### src/rtl/inst_fetch_pkg.sv
// Shared definitions for the instruction fetch unit: FSM encoding, field positions
// and the PC step.
package inst_fetch_pkg;

  typedef enum logic [1:0] {
    S_START = 2'd0,
    S_REQ   = 2'd1,
    S_HOLD  = 2'd2,
    S_DROP  = 2'd3
  } state_t;

  localparam int unsigned OPCODE_MSB = 31;
  localparam int unsigned OPCODE_LSB = 26;
  localparam int unsigned FUNC_MSB   = 5;
  localparam int unsigned FUNC_LSB   = 0;

  localparam logic [31:0] PC_INC        = 32'd4;
  localparam logic [31:0] PC_ALIGN_MASK = 32'hFFFF_FFFC;

endpackage

### src/rtl/pc_reg.sv
// Program counter: async reset to RESET_PC, word-aligned redirect load, +4 step.
module pc_reg
  import inst_fetch_pkg::*;
#(
  parameter logic [31:0] RESET_PC = 32'h0000_0000
) (
  input  logic        clk,
  input  logic        rst_n,
  input  logic        load,
  input  logic [31:0] load_addr,
  input  logic        inc,
  output logic [31:0] pc
);

  always_ff @(posedge clk or negedge rst_n) begin
    if (!rst_n) begin
      pc <= RESET_PC;
    end else if (load) begin
      pc <= load_addr & PC_ALIGN_MASK;
    end else if (inc) begin
      pc <= pc + PC_INC;
    end
  end

endmodule

### src/rtl/inst_fetch.sv
// Instruction fetch: one outstanding memory read, holds the word for the decoder,
// and drops in-flight responses after a redirect.
module inst_fetch
  import inst_fetch_pkg::*;
#(
  parameter logic [31:0] RESET_PC = 32'h0000_0000
) (
  input  logic        clk,
  input  logic        rst_n,
  output logic        imem_req,
  output logic [31:0] imem_addr,
  input  logic        imem_ack,
  input  logic [31:0] imem_rdata,
  output logic        inst_valid,
  input  logic        inst_ready,
  output logic [31:0] inst_word,
  output logic [5:0]  inst,
  output logic [5:0]  func,
  output logic [31:0] pc_out,
  input  logic        redirect,
  input  logic [31:0] redirect_target
);

  state_t      state, state_nx;
  logic [31:0] pc;
  logic [31:0] fetch_addr;
  logic        pc_load;
  logic        pc_inc;
  logic        capture;

  pc_reg #(.RESET_PC(RESET_PC)) u_pc_reg (
    .clk       (clk),
    .rst_n     (rst_n),
    .load      (pc_load),
    .load_addr (redirect_target),
    .inc       (pc_inc),
    .pc        (pc)
  );

  always_ff @(posedge clk or negedge rst_n) begin
    if (!rst_n) begin
      state <= S_START;
    end else begin
      state <= state_nx;
    end
  end

  always_comb begin
    state_nx   = state;
    pc_load    = 1'b0;
    pc_inc     = 1'b0;
    capture    = 1'b0;
    imem_req   = 1'b0;
    inst_valid = 1'b0;
    case (state)
      S_START: begin
        pc_load  = redirect;
        state_nx = S_REQ;
      end
      S_REQ: begin
        imem_req = 1'b1;
        if (redirect) begin
          pc_load  = 1'b1;
          state_nx = imem_ack ? S_REQ : S_DROP;
        end else if (imem_ack) begin
          capture  = 1'b1;
          pc_inc   = 1'b1;
          state_nx = S_HOLD;
        end
      end
      S_HOLD: begin
        inst_valid = 1'b1;
        if (redirect) begin
          pc_load  = 1'b1;
          state_nx = S_REQ;
        end else if (inst_ready) begin
          state_nx = S_REQ;
        end
      end
      S_DROP: begin
        imem_req = 1'b1;
        pc_load  = redirect;
        if (imem_ack) begin
          state_nx = S_REQ;
        end
      end
      default: state_nx = S_START;
    endcase
  end

  // pc already holds the redirect target in DROP, so the outstanding request
  // keeps the address latched while it was issued from REQ.
  always_ff @(posedge clk or negedge rst_n) begin
    if (!rst_n) begin
      fetch_addr <= '0;
    end else if (state == S_REQ) begin
      fetch_addr <= pc;
    end
  end

  assign imem_addr = (state == S_DROP) ? fetch_addr : pc;

  always_ff @(posedge clk or negedge rst_n) begin
    if (!rst_n) begin
      inst_word <= '0;
      pc_out    <= '0;
    end else if (capture) begin
      inst_word <= imem_rdata;
      pc_out    <= pc;
    end
  end

  assign inst = inst_word[OPCODE_MSB:OPCODE_LSB];
  assign func = inst_word[FUNC_MSB:FUNC_LSB];

endmodule
### config.mk
export PLATFORM = sky130hd
export DESIGN_NAME = inst_fetch
export DESIGN_NICKNAME = d
export VERILOG_FILES = /design/src/rtl/inst_fetch_pkg.sv /design/src/rtl/pc_reg.sv /design/src/rtl/inst_fetch.sv
export SDC_FILE = /design/constraint.sdc
export NUM_CORES = 1
export LEC_CHECK = 0
export CAP_MARGIN = 20
export CORE_MARGIN = 2
export CORE_UTILIZATION = 45
export CTS_CLUSTER_DIAMETER = 150
export DETAILED_ROUTE_END_ITERATION = 8
export PLACE_DENSITY = 0.75
export SYNTH_ARGS = -nofsm -noshare
export SYNTH_HDL_FRONTEND = slang
export SYNTH_SLANG_ARGS = --single-unit
### constraint.sdc
create_clock -name clk -period 4 [get_ports clk]
set_input_delay 0.6 -clock clk [delete_from_list [all_inputs] [get_ports clk]]
set_output_delay 0.6 -clock clk [all_outputs]
set_load 0.1 [all_outputs]
==> results of run 1 <==
[placed cells by master (no fill, tap or decap), drive strengths merged, types with 3 or more instances in the layout]
cell type,n
conb,4
inv,8
o211ai,7
mux2,55
clkbuf,20
and3,3
o21ai,24
nor2b,4
nor2,11
nor3,5
nand3,12
buf,39
bufinv,4
nand2,223
nand4,12
a31oi,5
and2,4
and4,4
dfrtp,124
a221o,3
or4,7
clkdlybuf4s50,141
nor4,4
clkinv,6
o311ai,13
[cells in the mapped netlist, drive strengths merged (3+ instances only)]
cell type / n / area [um2]
nor3: 5 / 25.0
and4: 4 / 36.3
nor2: 11 / 41.3
clkbuf: 33 / 125
nor2b: 4 / 25.0
nand3: 12 / 60.1
a31oi: 5 / 31.3
and2: 4 / 25.0
nor4: 4 / 25.0
o211ai: 7 / 52.6
dfrtp: 124 / 3100
o311ai: 13 / 114
nand4: 12 / 81.3
nand2: 223 / 837
inv: 8 / 30.0
or4: 7 / 57.6
mux2: 55 / 619
a221o: 3 / 30.0
o21ai: 24 / 120
buf: 28 / 173
and3: 3 / 20.0
[path summary, 6_finish.rpt]
kind | startpoint | to | slack [ns] | cells past startpoint
max in group asynchronous | rst_n | inst_word[21]$_DFFE_PN0P_ | 3.31 | 2
setup / recovery | state[1]$_DFFE_PN0P_ | imem_addr[18] | 0.84 | 4
hold / removal | rst_n | fetch_addr[23]$_DFFE_PN0P_ | 0.11 | 1
hold reg to reg | inst_word[15]$_DFFE_PN0P_ | inst_word[15]$_DFFE_PN0P_ | 0.47 | 2
min in group clk | inst_word[15]$_DFFE_PN0P_ | inst_word[15]$_DFFE_PN0P_ | 0.47 | 2
setup reg to reg | u_pc_reg.pc[9]$_DFFE_PN0P_ | u_pc_reg.pc[22]$_DFFE_PN0P_ | 1.72 | 4
[cell type report]
type                            instances  area, um2
Sequential cell                       124       3100
Fill cell                            1033       4500
Clock buffer                           20        457
Clock inverter                         12        169
Multi-Input combinational cell        430       2500
Timing Repair Buffer                  180       1750
Inverter                                8       30.0
Tap cell                              172        215
[through the flow]
step	total power [mW]	instances	utilization	hold WS, ns
global placement	4.97	913	0.595	0.458
global route	6.83	946	0.647	0.120
CTS	6.64	945	0.644	0.388
floorplan	4.28	623	-	0.304
detailed placement	5.01	913	0.595	0.462
finish	6.61	946	0.647	0.110
[metal layers]
metal	routed length (um)	up-vias	part of all wire
met5	0	-	0
li1	-	2394	-
met2	7710	202	0.48
met3	976	34	0.061
met1	6780	2487	0.43
met4	459	0	0.029
[power breakdown]
group          total, mW  internal (mW)  switching, mW
Sequential          1.75           1.54          0.215
Clock               1.60           1.07          0.534
Combinational       3.25          0.732           2.52
Total               6.61           3.34           3.26
[kinds of logic (layout without fill, tap and decap cells)]
family,after synthesis,count (layout),share of synthesized area
AND/OR/NAND/NOR,297,297,0.221
flip-flops,124,124,0.527
AO/OA/AOI/OAI,70,70,0.0839
buffers and inverters,69,220,0.0557
multiplexers,57,57,0.109
adder cells (fa/ha/maj),1,1,0.00212
other,1,4,0.000637
XOR/XNOR,1,1,0.00149
==> impl_metrics.ini, run 1 <==
[outcome]
status = complete, no violations

[critical_path]
end_kind = output port
worstSetupPathType = reg -> out
cp.required_ns = 3.40
max_stage_delay_ns = 0.63
critPathTopFamily = simple AND/OR/NAND/NOR gates
cp_data_arrival_time_ns = 2.56
path_buf_inv = 2
critical_path.startpoint_type = register
crit_chain = nand2_1 -> buf_4 -> mux2_2 -> buf_4
crit_top_cell = buf_4
critPathMaxFanout = 16
cp_slowest_cell = nand2_1

[detailed_routing]
wl_mm = 15.9
drc = 0
routedWlPerCell_um = 16.8
drtIter0Drc = 399
num_vias = 5117
dr.pass1.iters = 7
ant_nets = 0
via_per_inst = 5.41

[cells_and_area]
stdcell_area_um2 = 8230
nets = 831
antenna_cells = 0
largest_reg_flops = 32
area_delta_synth_final_pct = 39.6
top_register = inst_word
drive_gt1_frac = 0.173

[sta]
tns_ns = 0
finalCriticalPeriod_ns = 3.16
hold_viol = 0
setup_viol = 0
max_slew.worst_pin.slew_ns = 1.02
slew_headroom = 0.320
max_freq_ghz = 0.317
setup_slack_ns = 0.841
maxSlewViolCount = 0
skew_ns = 0.00509
finalCritPeriodShare = 0.790
grt_setup_unrepaired = false

[logic_synthesis]
synth-edff-count = 0
yosys_register_bits = 124
netlist_instances = 620
syn_avg_cell_area_um2 = 9.50
ys_seq_area_frac = 0.527
async_reset_ff_frac = 1.00
synth_area_um2 = 5890
ys_warn_count = 0
yosysUniqueCellTypes = 54
synth_flop_cell = dfrtp_1

[place]
place_area_um2 = 7570
gp_congestion = 0.831
port_buffers = 172
detailedPlace.worstSlack_ns = 0.974
dp_hpwl_mm = 10.8

[cts]
cts_sinks = 124
post-cts-setup-buffers = 0
cts.clk_slew.worst_paths_ns = 0.06
hold_buffers = 0
cts_resized = 0
htree_num_levels = 4
cts_root_buffer = clkbuf_16
cts_tree = done
cts_buffer_depth = 2
numCtsBuffers = 17
worstSkewPairLatency_ns = 0.41

[floorplanning]
rows = 41
pin_count = 179
core_area_um2 = 12700
die_y_um = 118
start_util = 0.463
die_w_um = 118
die_area_um2 = 14000

[grt]
overflow = 0
grt_pass1_vias = 5053
grt_usage = 0.231
grt_antenna_before_repair = 0
met3_usage = 0.0512
grt_max_degree = 78
grt_pass1_wl_mm = 25.8
grt_util_met2 = 0.360
top_usage_layer = met2
grt_util_met1 = 0.309

[run]
drv_cap = 0

[pwr]
pwr_density_cell_nw_per_um2 = 803
ir_drop_mv = 0.551
p_leak_nw = 3.71

[min_path]
hp-class = in -> async
(Power assumes the default switching activity.)
==> run 2: changes to the inputs <==
Settings changed: CORE_UTILIZATION 45 to 43.
Clock period 4 ns to 2.75 ns, I/O delays scaled along.
==> run 2 against run 1 <==
Global-route usage is essentially flat; register-to-register slack lost 1.4 ns; utilization shrank 1.1 points; non-clock buffer count grew 9; sequential power grew 46%; worst setup slack lost 0.49 ns; clock power grew 46%; critical path type unchanged; largest cell class unchanged.
==> impl_metrics.ini, run 2 (synthesized netlist as in run 1, its figures left out) <==
[outcome]
status = complete, no violations

[grt]
overflow = 0
grt_usage = 0.231
grt_pass1_wl_mm = 26.6
grt_max_degree = 65
grt_pass1_vias = 5208
grt_antenna_before_repair = 0

[cts]
cts_resized = 0
cts_tree = done
cts_sinks = 124
hold_buffers = 1
cts.clk_slew.worst_paths_ns = 0.06
cts_buffer_depth = 2
htree_num_levels = 4
cts_root_buffer = clkbuf_16
post-cts-setup-buffers = 0
numCtsBuffers = 17
worstSkewPairLatency_ns = 0.41

[cells_and_area]
final_core_util = 0.636
antenna_cells = 0
layout_commonest_cell = nand2_1
area_delta_synth_final_pct = 43.5
top_register = inst_word
nets = 840
stdcell_area_um2 = 8450
drive_gt1_frac = 0.277
mostFrequentLayoutCells = 223 x nand2_1, 124 x dfrtp_1, 92 x buf_4, 65 x clkdlybuf4s50_1, 55 x mux2_2
largest_reg_flops = 32

[pwr]
seqPwrFrac = 0.260
comb_power_share = 0.504
intPower_mw = 5.00
swShare = 0.492
p_sw_mw = 4.84
ir_drop_mv = 0.715
p_leak_nw = 3.96
pwr_density_cell_nw_per_um2 = 1160
clkPwrFrac = 0.237

[floorplanning]
die_y_um = 121
die_w_um = 121
rows = 42
die_area_um2 = 14700
core_area_um2 = 13300
start_util = 0.443
pin_count = 179

[detailed_routing]
routedWlPerCell_um = 17.0
drc = 0
via_per_inst = 5.38
dr.pass1.iters = 5
drtIter0Drc = 442
ant_nets = 0
wl_mm = 16.3
num_vias = 5161

[sta]
finalCriticalPeriod_ns = 2.40
maxSlewViolCount = 0
hold_viol = 0
max_slew.worst_pin.slew_ns = 0.692
finalCritPeriodShare = 0.873
skew_ns = 0.00813
setup_viol = 0
hold_ws_ns = 0.474
max_freq_ghz = 0.416
tns_ns = 0
grt_setup_unrepaired = false
slew_headroom = 0.538

[run]
drv_cap = 0

[min_path]
holdCritStartpoint = pc_out[10]$_DFFE_PN0P_
hp-class = reg -> reg
min_to = pc_out[10]$_DFFE_PN0P_
holdPathStages = 2

[critical_path]
worstSetupPathType = reg -> out
critPathMaxFanout = 19
r2r_start = state[0]$_DFFE_PN0P_
worst-r2r-cell-count = 5
timing.rr.end = u_pc_reg.pc[6]$_DFFE_PN0P_
rrSetupSlack_ns = 0.36
cp_data_arrival_time_ns = 1.99
end_kind = output port
cp.required_ns = 2.34
critical_path.startpoint_type = register

[place]
port_buffers = 172
gp_congestion = 0.842
place_area_um2 = 7820
dp_hpwl_mm = 11.2
==> run 2: critical path: stages (launching register included) <==
cell	delay, ns
dfrtp_1	0.52
nand2_1	0.15
buf_4	0.32
mux2_2	0.41
buf_12	0.17
==> run 2: routing by layer <==
layer	part of all wire	GRT usage
met1	0.43	0.320
met2	0.48	0.357
met3	0.058	0.0493
met4	0.024	0.0887
met5	0	0
==> run 2: area by class of cell <==
type	count	area, um2
multi-input cells	430	2500
clock buffers	23	488
repair buffers	189	1970
fillers	1075	4840
inverters	8	30.0
well taps	176	220
clock inverters	9	135
flip-flops and latches	124	3100
==> run 2: worst max-delay path by stage <==
stage | startpoint | end | slack [ns]
after floorplan | state[1]$_DFFE_PN0P_ | inst_valid | 0.36
after global placement | imem_ack | u_pc_reg.pc[12]$_DFFE_PN0P_ | 0.18
after detailed placement | redirect | u_pc_reg.pc[6]$_DFFE_PN0P_ | 0.06
after CTS | state[1]$_DFFE_PN0P_ | imem_addr[17] | 0.36
after global routing | state[0]$_DFFE_PN0P_ | u_pc_reg.pc[6]$_DFFE_PN0P_ | 0.23
final | state[1]$_DFFE_PN0P_ | imem_addr[19] | 0.35
==> run 2: metrics by stage <==
stage | total power [mW] | setup WS, ns | std cells
6_report | 9.84 | 0.348 | 959
5_1_grt | 10.2 | 0.226 | 959
4_1_cts | 9.89 | 0.359 | 959
3_5_place_dp | 7.54 | 0.0626 | 926
3_3_place_gp | 7.47 | 0.184 | 926
2_1_floorplan | 6.23 | 0.361 | 623
==> run 2: power groups by stage <==
stage	Clock, mW	Sequential (mW)	Combinational, mW
after global placement	0	2.55	4.92
after floorplan	0	4.30	1.93
final	2.33	2.55	4.95
after detailed placement	0	2.58	4.96
after global routing	2.44	2.61	5.11
after CTS	2.36	2.55	4.98
